### config.mk
export PLATFORM = sky130hd
export DESIGN_NAME = air_con_ctrl_flat
export DESIGN_NICKNAME = d
export VERILOG_FILES = /design/src/rtl/air_con_ctrl_if.sv /design/src/rtl/air_con_ctrl.sv /design/src/flat_wrapper.sv
export SDC_FILE = /design/constraint.sdc
export NUM_CORES = 1
export LEC_CHECK = 0
export CAP_MARGIN = 20
export CORE_AREA = 2 2 39 41
export CTS_BUF_LIST = sky130_fd_sc_hd__clkbuf_8
export DETAILED_ROUTE_END_ITERATION = 10
export DIE_AREA = 0 0 41 43
export PLACE_DENSITY = 0.41
export SYNTH_ARGS = -nofsm -noshare
export SYNTH_HDL_FRONTEND = slang
export SYNTH_SLANG_ARGS = --single-unit
### constraint.sdc
create_clock -name clk -period 1.25 [get_ports clk]
set_input_delay 0.3125 -clock clk [delete_from_list [all_inputs] [get_ports clk]]
set_output_delay 0.3125 -clock clk [all_outputs]
set_load 0.01 [all_outputs]
### src/rtl/air_con_ctrl_if.sv
// rtl/air_con_ctrl_if.sv - sensor/mode inputs and drive/status outputs of air_con_ctrl
interface air_con_ctrl_if #(
    parameter int WIDTH = 5
);
    logic [WIDTH-1:0] temperature;
    logic             temp_valid;
    logic [1:0]       mode;
    logic             heating;
    logic             cooling;
    logic [1:0]       state;
    logic             dwell_busy;

    modport master (
        output temperature, temp_valid, mode,
        input  heating, cooling, state, dwell_busy
    );

    modport slave (
        input  temperature, temp_valid, mode,
        output heating, cooling, state, dwell_busy
    );
endinterface

### src/rtl/air_con_ctrl.sv
// rtl/air_con_ctrl.sv - IDLE/HEAT/COOL thermostat with hysteresis and mode gating; AC_DWELL_EN adds the minimum-dwell lockout
module air_con_ctrl #(
    parameter int WIDTH     = 5,
    parameter int HEAT_ON   = 18,
    parameter int HEAT_OFF  = 20,
    parameter int COOL_OFF  = 20,
    parameter int COOL_ON   = 22,
    parameter int MIN_DWELL = 4
) (
    input  logic          clk,
    input  logic          rst,
    air_con_ctrl_if.slave bus
);
    typedef enum logic [1:0] {
        IDLE = 2'b00,
        HEAT = 2'b01,
        COOL = 2'b10
    } state_t;

    localparam logic [WIDTH-1:0] T_HEAT_ON  = WIDTH'(HEAT_ON);
    localparam logic [WIDTH-1:0] T_HEAT_OFF = WIDTH'(HEAT_OFF);
    localparam logic [WIDTH-1:0] T_COOL_OFF = WIDTH'(COOL_OFF);
    localparam logic [WIDTH-1:0] T_COOL_ON  = WIDTH'(COOL_ON);

    state_t state_q;
    state_t state_d;
    logic   lockout;
    logic   heat_ok;
    logic   cool_ok;

    // mode bit 0 permits heating, bit 1 permits cooling (AUTO = both)
    assign heat_ok   = bus.mode[0];
    assign cool_ok   = bus.mode[1];
    assign bus.state = state_q;

    always_comb begin
        state_d = state_q;
        if (state_q == HEAT && !heat_ok) begin
            state_d = IDLE;
        end else if (state_q == COOL && !cool_ok) begin
            state_d = IDLE;
        end else if (bus.temp_valid && !lockout) begin
            case (state_q)
                IDLE: begin
                    if (heat_ok && bus.temperature <= T_HEAT_ON)
                        state_d = HEAT;
                    else if (cool_ok && bus.temperature >= T_COOL_ON)
                        state_d = COOL;
                end
                HEAT: if (bus.temperature >= T_HEAT_OFF) state_d = IDLE;
                COOL: if (bus.temperature <= T_COOL_OFF) state_d = IDLE;
                default: state_d = IDLE;
            endcase
        end
    end

    always_ff @(posedge clk or posedge rst) begin
        if (rst) begin
            state_q     <= IDLE;
            bus.heating <= 1'b0;
            bus.cooling <= 1'b0;
        end else begin
            state_q     <= state_d;
            bus.heating <= (state_d == HEAT);
            bus.cooling <= (state_d == COOL);
        end
    end

`ifdef AC_DWELL_EN
    localparam int            DW         = $clog2(MIN_DWELL + 1);
    localparam logic [DW-1:0] DWELL_LOAD = DW'(MIN_DWELL - 1);

    logic [DW-1:0] dwell_cnt;
    logic [DW-1:0] dwell_d;

    assign lockout = (dwell_cnt != '0);

    // every state change reloads, forced exits included
    always_comb begin
        dwell_d = dwell_cnt;
        if (state_d != state_q)
            dwell_d = DWELL_LOAD;
        else if (dwell_cnt != '0)
            dwell_d = dwell_cnt - DW'(1);
    end

    always_ff @(posedge clk or posedge rst) begin
        if (rst) begin
            dwell_cnt      <= '0;
            bus.dwell_busy <= 1'b0;
        end else begin
            dwell_cnt      <= dwell_d;
            bus.dwell_busy <= (dwell_d != '0);
        end
    end
`else
    // no counter in this build; MIN_DWELL has no effect
    assign lockout        = (MIN_DWELL < 0);
    assign bus.dwell_busy = 1'b0;
`endif
endmodule

### src/flat_wrapper.sv
// flat-port wrapper written by rule: the top's interface ports become plain ports
module air_con_ctrl_flat 
#(
    parameter int WIDTH     = 5,
    parameter int HEAT_ON   = 18,
    parameter int HEAT_OFF  = 20,
    parameter int COOL_OFF  = 20,
    parameter int COOL_ON   = 22,
    parameter int MIN_DWELL = 4
)
  (clk, rst, bus_temperature, bus_temp_valid, bus_mode, bus_heating, bus_cooling, bus_state, bus_dwell_busy);
  air_con_ctrl_if #(.WIDTH(WIDTH)) bus_i ();
  input  logic clk;
  input  logic rst;
  input wire logic [$bits(bus_i.temperature)-1:0] bus_temperature;
  input wire logic [$bits(bus_i.temp_valid)-1:0] bus_temp_valid;
  input wire logic [$bits(bus_i.mode)-1:0] bus_mode;
  output wire logic [$bits(bus_i.heating)-1:0] bus_heating;
  output wire logic [$bits(bus_i.cooling)-1:0] bus_cooling;
  output wire logic [$bits(bus_i.state)-1:0] bus_state;
  output wire logic [$bits(bus_i.dwell_busy)-1:0] bus_dwell_busy;
  assign bus_i.temperature = bus_temperature;
  assign bus_i.temp_valid = bus_temp_valid;
  assign bus_i.mode = bus_mode;
  assign bus_heating = bus_i.heating;
  assign bus_cooling = bus_i.cooling;
  assign bus_state = bus_i.state;
  assign bus_dwell_busy = bus_i.dwell_busy;
  air_con_ctrl #(.WIDTH(WIDTH), .HEAT_ON(HEAT_ON), .HEAT_OFF(HEAT_OFF), .COOL_OFF(COOL_OFF), .COOL_ON(COOL_ON), .MIN_DWELL(MIN_DWELL)) u_core (.clk(clk), .rst(rst), .bus(bus_i));
endmodule
Word level (Yosys, flattened, before mapping):

Cells that the tools add are included.

* flip-flop bits (word level): 4
* input port bits: 10

* order comparisons: 4
* eq/ne operators: 4
* mux-type cells: 8
* reductions and logical operators: 7

Operators by type and width (count)
* two-way mux 2 bit: 7
* greater-or-equal comparator 5 bit (second input constant): 2
* less-or-equal comparator 5 bit (second input constant): 2
* one-hot mux 2 bit (3 select lines): 1
* == test 2 x 1 -> 1 bit (second input constant): 2
* == test 2 bit (second input constant): 2
* logical AND 1 bit: 4
* zero test 1 bit: 2
* zero test 2 bit: 1

Logic depth before layout (Yosys ltp):

Gate-level depths: netlist of the first run.

* depth after elaboration: 9
* depth in mapped cells: 4

Least setup slack after synthesis of the first run:

Ideal clock, no wire load.

* path type: flip-flop to flip-flop
* start point: reg u_core.state_q[0], in the netlist u_core.bus.state[0]
* end point: reg u_core.bus.cooling
* setup time: 73 ps
* arrival time: 1068 ps
* data required time: 1177 ps
* slack: 109 ps
* stages on the path, launching flop included: 5
* cell sequence: dfrtp_1 > nor2b_2 > o21ai_1 > a311oi_2 > nor2b_1

* elaborated cells on any way between the ends: 14
* classes of those cells: eq/ne (3); mux (8); reduce/logical (3)

RTL lines
* start, declared: line air_con_ctrl.sv:25 `state_t state_q;`
* start signal, assigned: line air_con_ctrl.sv:63 `state_q <= state_d;`
* == test 2 bit (tied with other cells): line air_con_ctrl.sv:40, air_con_ctrl.sv:43
* one-hot mux 2 bit (3 select lines): line air_con_ctrl.sv:43 `case (state_q)`
* two-way mux 2 bit: line air_con_ctrl.sv:42 `end else if (bus.temp_valid && !lockout) begin`
* two-way mux 2 bit: line air_con_ctrl.sv:40 `end else if (state_q == COOL && !cool_ok) begin`
* two-way mux 2 bit (*): line air_con_ctrl.sv:38 `if (state_q == HEAT && !heat_ok) begin`
* named net u_core.state_d[1]: line air_con_ctrl.sv:26 `state_t state_d;`
* == test 2 bit (*): line air_con_ctrl.sv:65 `bus.cooling <= (state_d == COOL);`
* end signal, assigned: line air_con_ctrl.sv:65
* end, declared: line air_con_ctrl_if.sv:20 `output heating, cooling, state, dwell_busy`

Mark *: on every way through the listed nets, which the timed path passes. The rest lies on a longest branch.

Worst setup path after layout of the first run:

Ends and elaborated chain as after synthesis.

==> insert_results.sql, run 1 <==
INSERT INTO impl_metrics (metric_group, metric, value, unit) VALUES
('critical_path', 'crit_buf_inv', '1', ''),
('critical_path', 'critical_path_sink_type', 'flop', ''),
('critical_path', 'reg2reg_depth', '5', ''),
('routing', 'drt_first_pass_iters', '2', ''),
('sta', 'layout_worst_path_cycle_share', '1.033', ''),
('critical_path', 'crit_fanout', '4', ''),
('layout', 'sequential_cell_area', '100.1', 'um^2'),
('routing', 'detailed_route_wl', '693', 'um'),
('clocking', 'clkSlewWorstSetupHoldPaths', '0.03', 'ns'),
('status', 'status', 'finished with violations', ''),
('synth', 'synth_cells', '21', ''),
('critical_path', 'setup.worst_path.class', 'reg2reg', ''),
('synth', 'number_of_distinct_library_cells_after_synthesis', '17', ''),
('pwr', 'power.density', '1261', 'mW/mm^2'),
('global_routing', 'antenna_found_initial', '0', ''),
('layout', 'layout-area-overhead-vs-synth', '119.9', '%'),
('critical_path', 'worst_path_dominant_cell_family', 'compound AO/OA/AOI/OAI gates', ''),
('synth', 'synth-seq-area-share', '0.4545', ''),
('sta', 'final_critical_path_setup_slack', '-0.04176', 'ns'),
('critical_path', 'crit_cells', '5', ''),
('sta', 'fmaxAchievable', '0.7741', 'GHz'),
('critical_path', 'startpoint_type', 'flop', ''),
('global_routing', 'grt_pass1_wl', '1069', 'um'),
('clocking', 'cts_hold_buffers', '0', ''),
('synth', 'synth.net_count', '31', ''),
('floorplan', 'fp-row-count', '14', ''),
('floorplan', 'fp.dieArea', '0.001763', 'mm^2'),
('floorplan', 'fp.dieH', '43', 'um'),
('sta', 'min_period', '1.292', 'ns'),
('clocking', 'clock-sinks', '4', ''),
('sta', 'finalMaxSlewViolations', '0', ''),
('clocking', 'cts_tree', 'built', ''),
('global_routing', 'grt.total_usage', '0.09476', ''),
('sta', 'clock_tree_skew_after_final_layout', '0.002987', 'ns'),
('clocking', 'clk_latency', '0.22', 'ns'),
('layout', 'fillCellCount', '147', ''),
('critical_path', 'crit_slowest_cell', 'sky130_fd_sc_hd__dfrtp_1', ''),
('routing', 'postRouteAntennaNets', '0', ''),
('place', 'gp_routability_congestion', '0.5296', ''),
('synth', 'mappedNetlistArea', '220.2', 'um^2'),
('routing', 'via_count', '238', ''),
('layout', 'fin_nets', '54', ''),
('status', 'failed_checks', 'setup timing', ''),
('floorplan', 'top_level_ports', '15', ''),
('layout', 'multiInputGateArea', '146.4', 'um^2'),
('run', 'max_cap_violations', '0', ''),
('sta', 'rsz0062_at_grt', 'yes', ''),
('critical_path', 'crit_chain', 'buf_6 > nor2b_4 > o21ai_2 > a311oi_4 > nor2b_2', ''),
('floorplan', 'die-width', '41', 'um'),
('routing', 'drt_first_iter_violations', '7', ''),
('synth', 'synth.yosys.warnings', '0', ''),
('layout', 'most_frequent_standard_cell_in_the_layout_excluding_fill_and_tap_cells', 'sky130_fd_sc_hd__dlygate4sd2_1', ''),
('clocking', 'clock_tree.buffer_depth', '2', ''),
('layout', 'diodes', '0', ''),
('routing', 'wl_per_cell', '11.95', 'um'),
('critical_path', 'cpPeakStageDelay', '0.38', 'ns'),
('sta', 'smallest_hold_slack', '0.2819', 'ns'),
('sta', 'setup-violations-final', '3', ''),
('layout', 'final_core_util', '0.3499', ''),
('pwr', 'leak_pwr', '0.0002279', 'uW'),
('routing', 'drc', '0', ''),
('layout', 'layout-drive-gt1-share', '0.3810', ''),
('worst_hold_path', 'hp-class', 'in2async', ''),
('synth', 'yosys_register_bits', '4', ''),
('place', 'io_buffers', '13', ''),
('clocking', 'h-tree-depth', '1', ''),
('sta', 'hold_violations', '0', ''),
('synth', 'syn_avg_cell_area', '10.49', 'um^2'),
('sta', 'setup_total_negative_slack', '-0.04677', 'ns'),
('floorplan', 'effective_utilization_at_floorplan', '0.1591', ''),
('global_routing', 'number_of_global_route_vias_before_repair', '255', ''),
('global_routing', 'pin_count_of_the_biggest_net_entering_global_routing', '6', ''),
('place', 'post-dp-hpwl', '484.3', 'um'),
('global_routing', 'overflow', '0', ''),
('pwr', 'vdd_drop_max', '0.5431', 'mV'),
('critical_path', 'arrival_time_at_the_worst_endpoint', '1.44', 'ns'),
('clocking', 'clock_root_buffer', 'sky130_fd_sc_hd__clkbuf_8', ''),
('clocking', 'cts_made_buffers', '3', ''),
('floorplan', 'core-area', '0.001384', 'mm^2'),
('routing', 'via_per_inst', '4.103', ''),
('layout', 'most-common-layout-cells', '9 x sky130_fd_sc_hd__dlygate4sd2_1, 4 x sky130_fd_sc_hd__buf_4, 4 x sky130_fd_sc_hd__dfrtp_1', ''),
('critical_path', 'worst_ep_required_time', '1.40', 'ns');
cells by family (layout without fill, tap and decap cells):
group                  Yosys count  count (layout)  share of synthesized area
AO/OA/AOI/OAI                    9               9                     0.3295
flip-flops                       4               4                     0.4546
other                            1               1                    0.01703
AND/OR/NAND/NOR                  5               5                     0.1477
buffers and inverters            2              23                    0.05113
repair_timing:
item / CTS / global route
setup buffers: 3 / 1
pin swaps: 4 / 0
endpoints found under the setup margin: 8 / 2
gates resized for setup: 19 / 3
final cells by class:
cell class,count,area share
repair buffers,19,0.3566
clock buffers,3,0.08527
multi-input cells,15,0.3023
inverters,1,0.007752
flip-flops and latches,4,0.2067
well taps,16,0.04134
per-stage QoR:
| stage | area, um^2 | instances | total power, uW | worst slack (ns) |
|---|---|---|---|---|
| after detailed placement | 377.9 | 51 | 296.0 | -0.4216 |
| final | 484.2 | 58 | 610.5 | -0.04176 |
| after floorplan | 220.2 | 21 | 212.5 | 0.1087 |
| after CTS | 466.7 | 57 | 607.1 | -0.05163 |
| after global placement | 377.9 | 51 | 294.4 | -0.3863 |
| after global routing | 484.2 | 58 | 643.5 | -0.1333 |
Yosys cell counts:
master / count / area [um^2]
sky130_fd_sc_hd__dfrtp_1: 4 / 100.1
sky130_fd_sc_hd__nor2b_1: 2 / 12.51
sky130_fd_sc_hd__a211oi_2: 1 / 12.51
sky130_fd_sc_hd__a21boi_0: 1 / 7.510
sky130_fd_sc_hd__a21o_1: 1 / 7.510
sky130_fd_sc_hd__a311oi_2: 1 / 15.01
sky130_fd_sc_hd__a31oi_1: 1 / 6.260
sky130_fd_sc_hd__buf_4: 1 / 7.510
sky130_fd_sc_hd__conb_1: 1 / 3.750
sky130_fd_sc_hd__inv_1: 1 / 3.750
sky130_fd_sc_hd__nand3b_1: 1 / 7.510
sky130_fd_sc_hd__nor2_1: 1 / 3.750
sky130_fd_sc_hd__nor2b_2: 1 / 8.760
sky130_fd_sc_hd__o21a_1: 1 / 7.510
sky130_fd_sc_hd__o21ai_0: 1 / 5.000
sky130_fd_sc_hd__o21ai_1: 1 / 5.000
sky130_fd_sc_hd__o22ai_1: 1 / 6.260
registers in the layout, summed over array words and instances (netlist names):
name                count
u_core.bus.heating      1
u_core.bus.cooling      1
u_core.bus.state        2
worst register-to-register path: cells and delay by family (launching register included):
family / cells / cell delay (ns)
compound gates: 2 / 0.39
simple gates: 2 / 0.33
buf+inv: 1 / 0.13
flops: 1 / 0.38
metal layers:
metal	GRT usage	vias to the layer above	routed length, um
met4	0.06000	0	0
met3	0.04188	0	94
met5	0	-	0
met2	0.1406	15	334
met1	0.1042	105	264
li1	-	118	-
worst paths after layout:
| check | startpoint | to | slack [ns] |
|---|---|---|---|
| worst min-delay path | rst | u_core.bus.heating | 0.28 |
| worst min register to register | u_core.bus.state[1] | u_core.bus.state[0] | 0.63 |
| worst max-delay path | u_core.bus.state[0] | u_core.bus.cooling | -0.04 |
| min in group clk | bus_temperature[4] | u_core.bus.state[0] | 0.62 |
| max in group asynchronous | rst | u_core.bus.state[0] | 0.81 |
| worst max register to register | u_core.bus.state[0] | u_core.bus.cooling | -0.04 |
report_power, final:
group / internal [uW] / switching [uW] / total, uW
combinational: 105 / 81.5 / 186
sequential: 147 / 6.58 / 153
clock: 205 / 65.9 / 271
total: 457 / 154 / 611
Note: power is estimated with default switching activity, not from simulation.
==> run 2: changes to the inputs <==
--- a/constraint.sdc
+++ b/constraint.sdc
@@ -3,2 +3,2 @@
 set_output_delay 0.3125 -clock clk [all_outputs]
-set_load 0.01 [all_outputs]
+set_load 0.02 [all_outputs]
==> insert_results.sql, run 2 (same netlist as run 1, synthesis figures left out) <==
INSERT INTO impl_metrics (metric_group, metric, value, unit) VALUES
('routing', 'detailed_route_wl', '708', 'um'),
('sta', 'min_period', '1.245', 'ns'),
('place', 'io_buffers', '13', ''),
('layout', 'fillCellCount', '151', ''),
('critical_path', 'crit_fanout', '4', ''),
('layout', 'most-common-layout-cells', '9 x sky130_fd_sc_hd__dlygate4sd2_1, 5 x sky130_fd_sc_hd__buf_4, 4 x sky130_fd_sc_hd__dfrtp_1', ''),
('place', 'gp_routability_congestion', '0.5344', ''),
('clocking', 'cts_tree', 'built', ''),
('place', 'numPlacedInstances', '54', ''),
('sta', 'setup-violations-final', '0', ''),
('layout', 'diodes', '0', ''),
('critical_path', 'setup.worst_path.class', 'reg2reg', ''),
('pwr', 'power_frac_clock', '0.444', ''),
('floorplan', 'core-area', '0.001384', 'mm^2'),
('layout', 'most_frequent_standard_cell_in_the_layout_excluding_fill_and_tap_cells', 'sky130_fd_sc_hd__dlygate4sd2_1', ''),
('routing', 'drt_first_pass_iters', '1', ''),
('layout', 'sequential_cell_area', '100.1', 'um^2'),
('sta', 'smallest_hold_slack', '0.2804', 'ns'),
('global_routing', 'antenna_found_initial', '0', ''),
('place', 'post-dp-hpwl', '501.5', 'um'),
('routing', 'postRouteAntennaNets', '0', ''),
('global_routing', 'overflow', '0', ''),
('critical_path', 'startpoint_type', 'flop', ''),
('routing', 'via_per_inst', '4.207', ''),
('sta', 'finalMaxSlewViolations', '0', ''),
('sta', 'clock_tree_skew_after_final_layout', '0.002511', 'ns'),
('clocking', 'clock-sinks', '4', ''),
('pwr', 'net-switching-power', '158.1', 'uW'),
('run', 'max_cap_violations', '0', ''),
('layout', 'layout-drive-gt1-share', '0.3333', ''),
('place', 'dpl_worst_slack', '-0.3815', 'ns'),
('floorplan', 'effective_utilization_at_floorplan', '0.1591', ''),
('floorplan', 'fp-row-count', '14', ''),
('pwr', 'p_int', '443.3', 'uW'),
('place', 'postPlaceCellArea', '400.4', 'um^2'),
('pwr', 'leak_pwr', '0.0002229', 'uW'),
('pwr', 'power.share.switching', '0.2629', ''),
('clocking', 'clock_root_buffer', 'sky130_fd_sc_hd__clkbuf_8', ''),
('sta', 'hold_violations', '0', ''),
('pwr', 'p_comb_frac', '0.301', ''),
('layout', 'finalNonFillerCells', '58', ''),
('sta', 'fmaxAchievable', '0.8029', 'GHz'),
('clocking', 'cts_hold_buffers', '0', ''),
('worst_hold_path', 'hp-class', 'in2async', ''),
('layout', 'layout-area-overhead-vs-synth', '112.5', '%'),
('floorplan', 'fp.dieArea', '0.001763', 'mm^2'),
('global_routing', 'number_of_global_route_vias_before_repair', '276', ''),
('sta', 'setup_total_negative_slack', '0', 'ns'),
('clocking', 'clk_latency', '0.21', 'ns'),
('layout', 'largest_reg_flops', '2', ''),
('floorplan', 'die-width', '41', 'um'),
('global_routing', 'grt_pass1_wl', '1062', 'um'),
('global_routing', 'grt.total_usage', '0.09567', ''),
('layout', 'fin_nets', '54', ''),
('layout', 'final_area', '467.9', 'um^2'),
('critical_path', 'worst_ep_required_time', '1.39', 'ns'),
('pwr', 'power.density', '1285', 'mW/mm^2'),
('floorplan', 'top_level_ports', '15', ''),
('clocking', 'h-tree-depth', '1', ''),
('clocking', 'cts_made_buffers', '3', ''),
('sta', 'layout_worst_path_cycle_share', '0.9964', ''),
('sta', 'final_critical_path_setup_slack', '0.004515', 'ns'),
('routing', 'drc', '0', ''),
('critical_path', 'critical_path_sink_type', 'flop', ''),
('floorplan', 'fp.dieH', '43', 'um'),
('pwr', 'power.share.sequential', '0.256', ''),
('status', 'status', 'finished clean', ''),
('layout', 'multiInputGateArea', '135.1', 'um^2'),
('pwr', 'vdd_drop_max', '0.5925', 'mV'),
('routing', 'wl_per_cell', '12.21', 'um'),
('critical_path', 'arrival_time_at_the_worst_endpoint', '1.39', 'ns'),
('routing', 'drt_first_iter_violations', '0', ''),
('global_routing', 'pin_count_of_the_biggest_net_entering_global_routing', '6', ''),
('routing', 'via_count', '244', ''),
('sta', 'rsz0062_at_grt', 'yes', ''),
('clocking', 'clkSlewWorstSetupHoldPaths', '0.03', 'ns'),
('clocking', 'clock_tree.buffer_depth', '2', '');
## run 2: changes by cell type in the layout (fill, tap and decap cells not counted)
| cell | before | now |
|---|---|---|
| sky130_fd_sc_hd__clkdlybuf4s15_1 | 0 | 1 |
| sky130_fd_sc_hd__buf_6 | 3 | 1 |
| sky130_fd_sc_hd__nor2b_1 | 1 | 2 |
| sky130_fd_sc_hd__buf_4 | 4 | 5 |
| sky130_fd_sc_hd__o21ai_0 | 0 | 1 |
| sky130_fd_sc_hd__a31oi_2 | 0 | 1 |
| sky130_fd_sc_hd__a31oi_4 | 1 | 0 |
| sky130_fd_sc_hd__o21ai_1 | 1 | 0 |
| sky130_fd_sc_hd__nor2b_2 | 1 | 0 |
## run 2: per-layer routing
| layer | vias up | GRT usage | part of all wire |
|---|---|---|---|
| li1 | 116 | - | - |
| met2 | 17 | 0.1531 | 0.48 |
| met5 | - | 0 | 0 |
| met4 | 0 | 0.06000 | 0 |
| met3 | 0 | 0.05236 | 0.11 |
| met1 | 111 | 0.08766 | 0.41 |
## run 2: power groups by stage
stage / sequential, uW / clock (uW) / combinational, uW
after global routing: 156 / 286 / 195
after CTS: 154 / 278 / 179
after floorplan: 182 / 0 / 44.6
after global placement: 154 / 0 / 169
final: 154 / 267 / 181
after detailed placement: 155 / 0 / 169
## run 2: timing repair
action | 4_1_cts | 5_1_grt
setup endpoints to repair | 8 | 6
gates resized for setup | 15 | 2
pin swaps | 2 | 0
setup buffers | 1 | 0
## run 2: path summary, 6_finish.rpt
path	startpoint	endpoint	slack [ns]	cells after the start
max in group asynchronous	rst	u_core.bus.state[0]	0.82	2
min in group clk	u_core.bus.state[1]	u_core.bus.cooling	0.73	3
hold reg to reg	u_core.bus.state[1]	u_core.bus.cooling	0.73	3
hold / removal	rst	u_core.bus.cooling	0.28	2
setup reg to reg	u_core.bus.state[0]	u_core.bus.cooling	0.005	5
setup / recovery	u_core.bus.state[0]	u_core.bus.cooling	0.005	5
## run 2: cell type report
class | count | share of cell area
clock buffer | 3 | 0.08824
timing repair buffer | 19 | 0.3583
sequential | 4 | 0.2139
multi-input combinational | 15 | 0.2888
inverter | 1 | 0.008021
tap | 16 | 0.04278
## run 2: critical path, cell delays in order (launching register included)
cell and delay [ns]:
sky130_fd_sc_hd__dfrtp_1 0.37, sky130_fd_sc_hd__buf_6 0.13, sky130_fd_sc_hd__nor2b_4 0.12, sky130_fd_sc_hd__a31oi_2 0.12
sky130_fd_sc_hd__a311oi_4 0.26, sky130_fd_sc_hd__nor2b_1 0.17
## run 2: per-stage QoR
stage          power [uW]  utilization
6_report            601.3       0.3382
3_3_place_gp        323.4       0.2893
3_5_place_dp        324.7       0.2893
2_1_floorplan       226.6            -
4_1_cts             611.4       0.3373
5_1_grt             637.2       0.3382
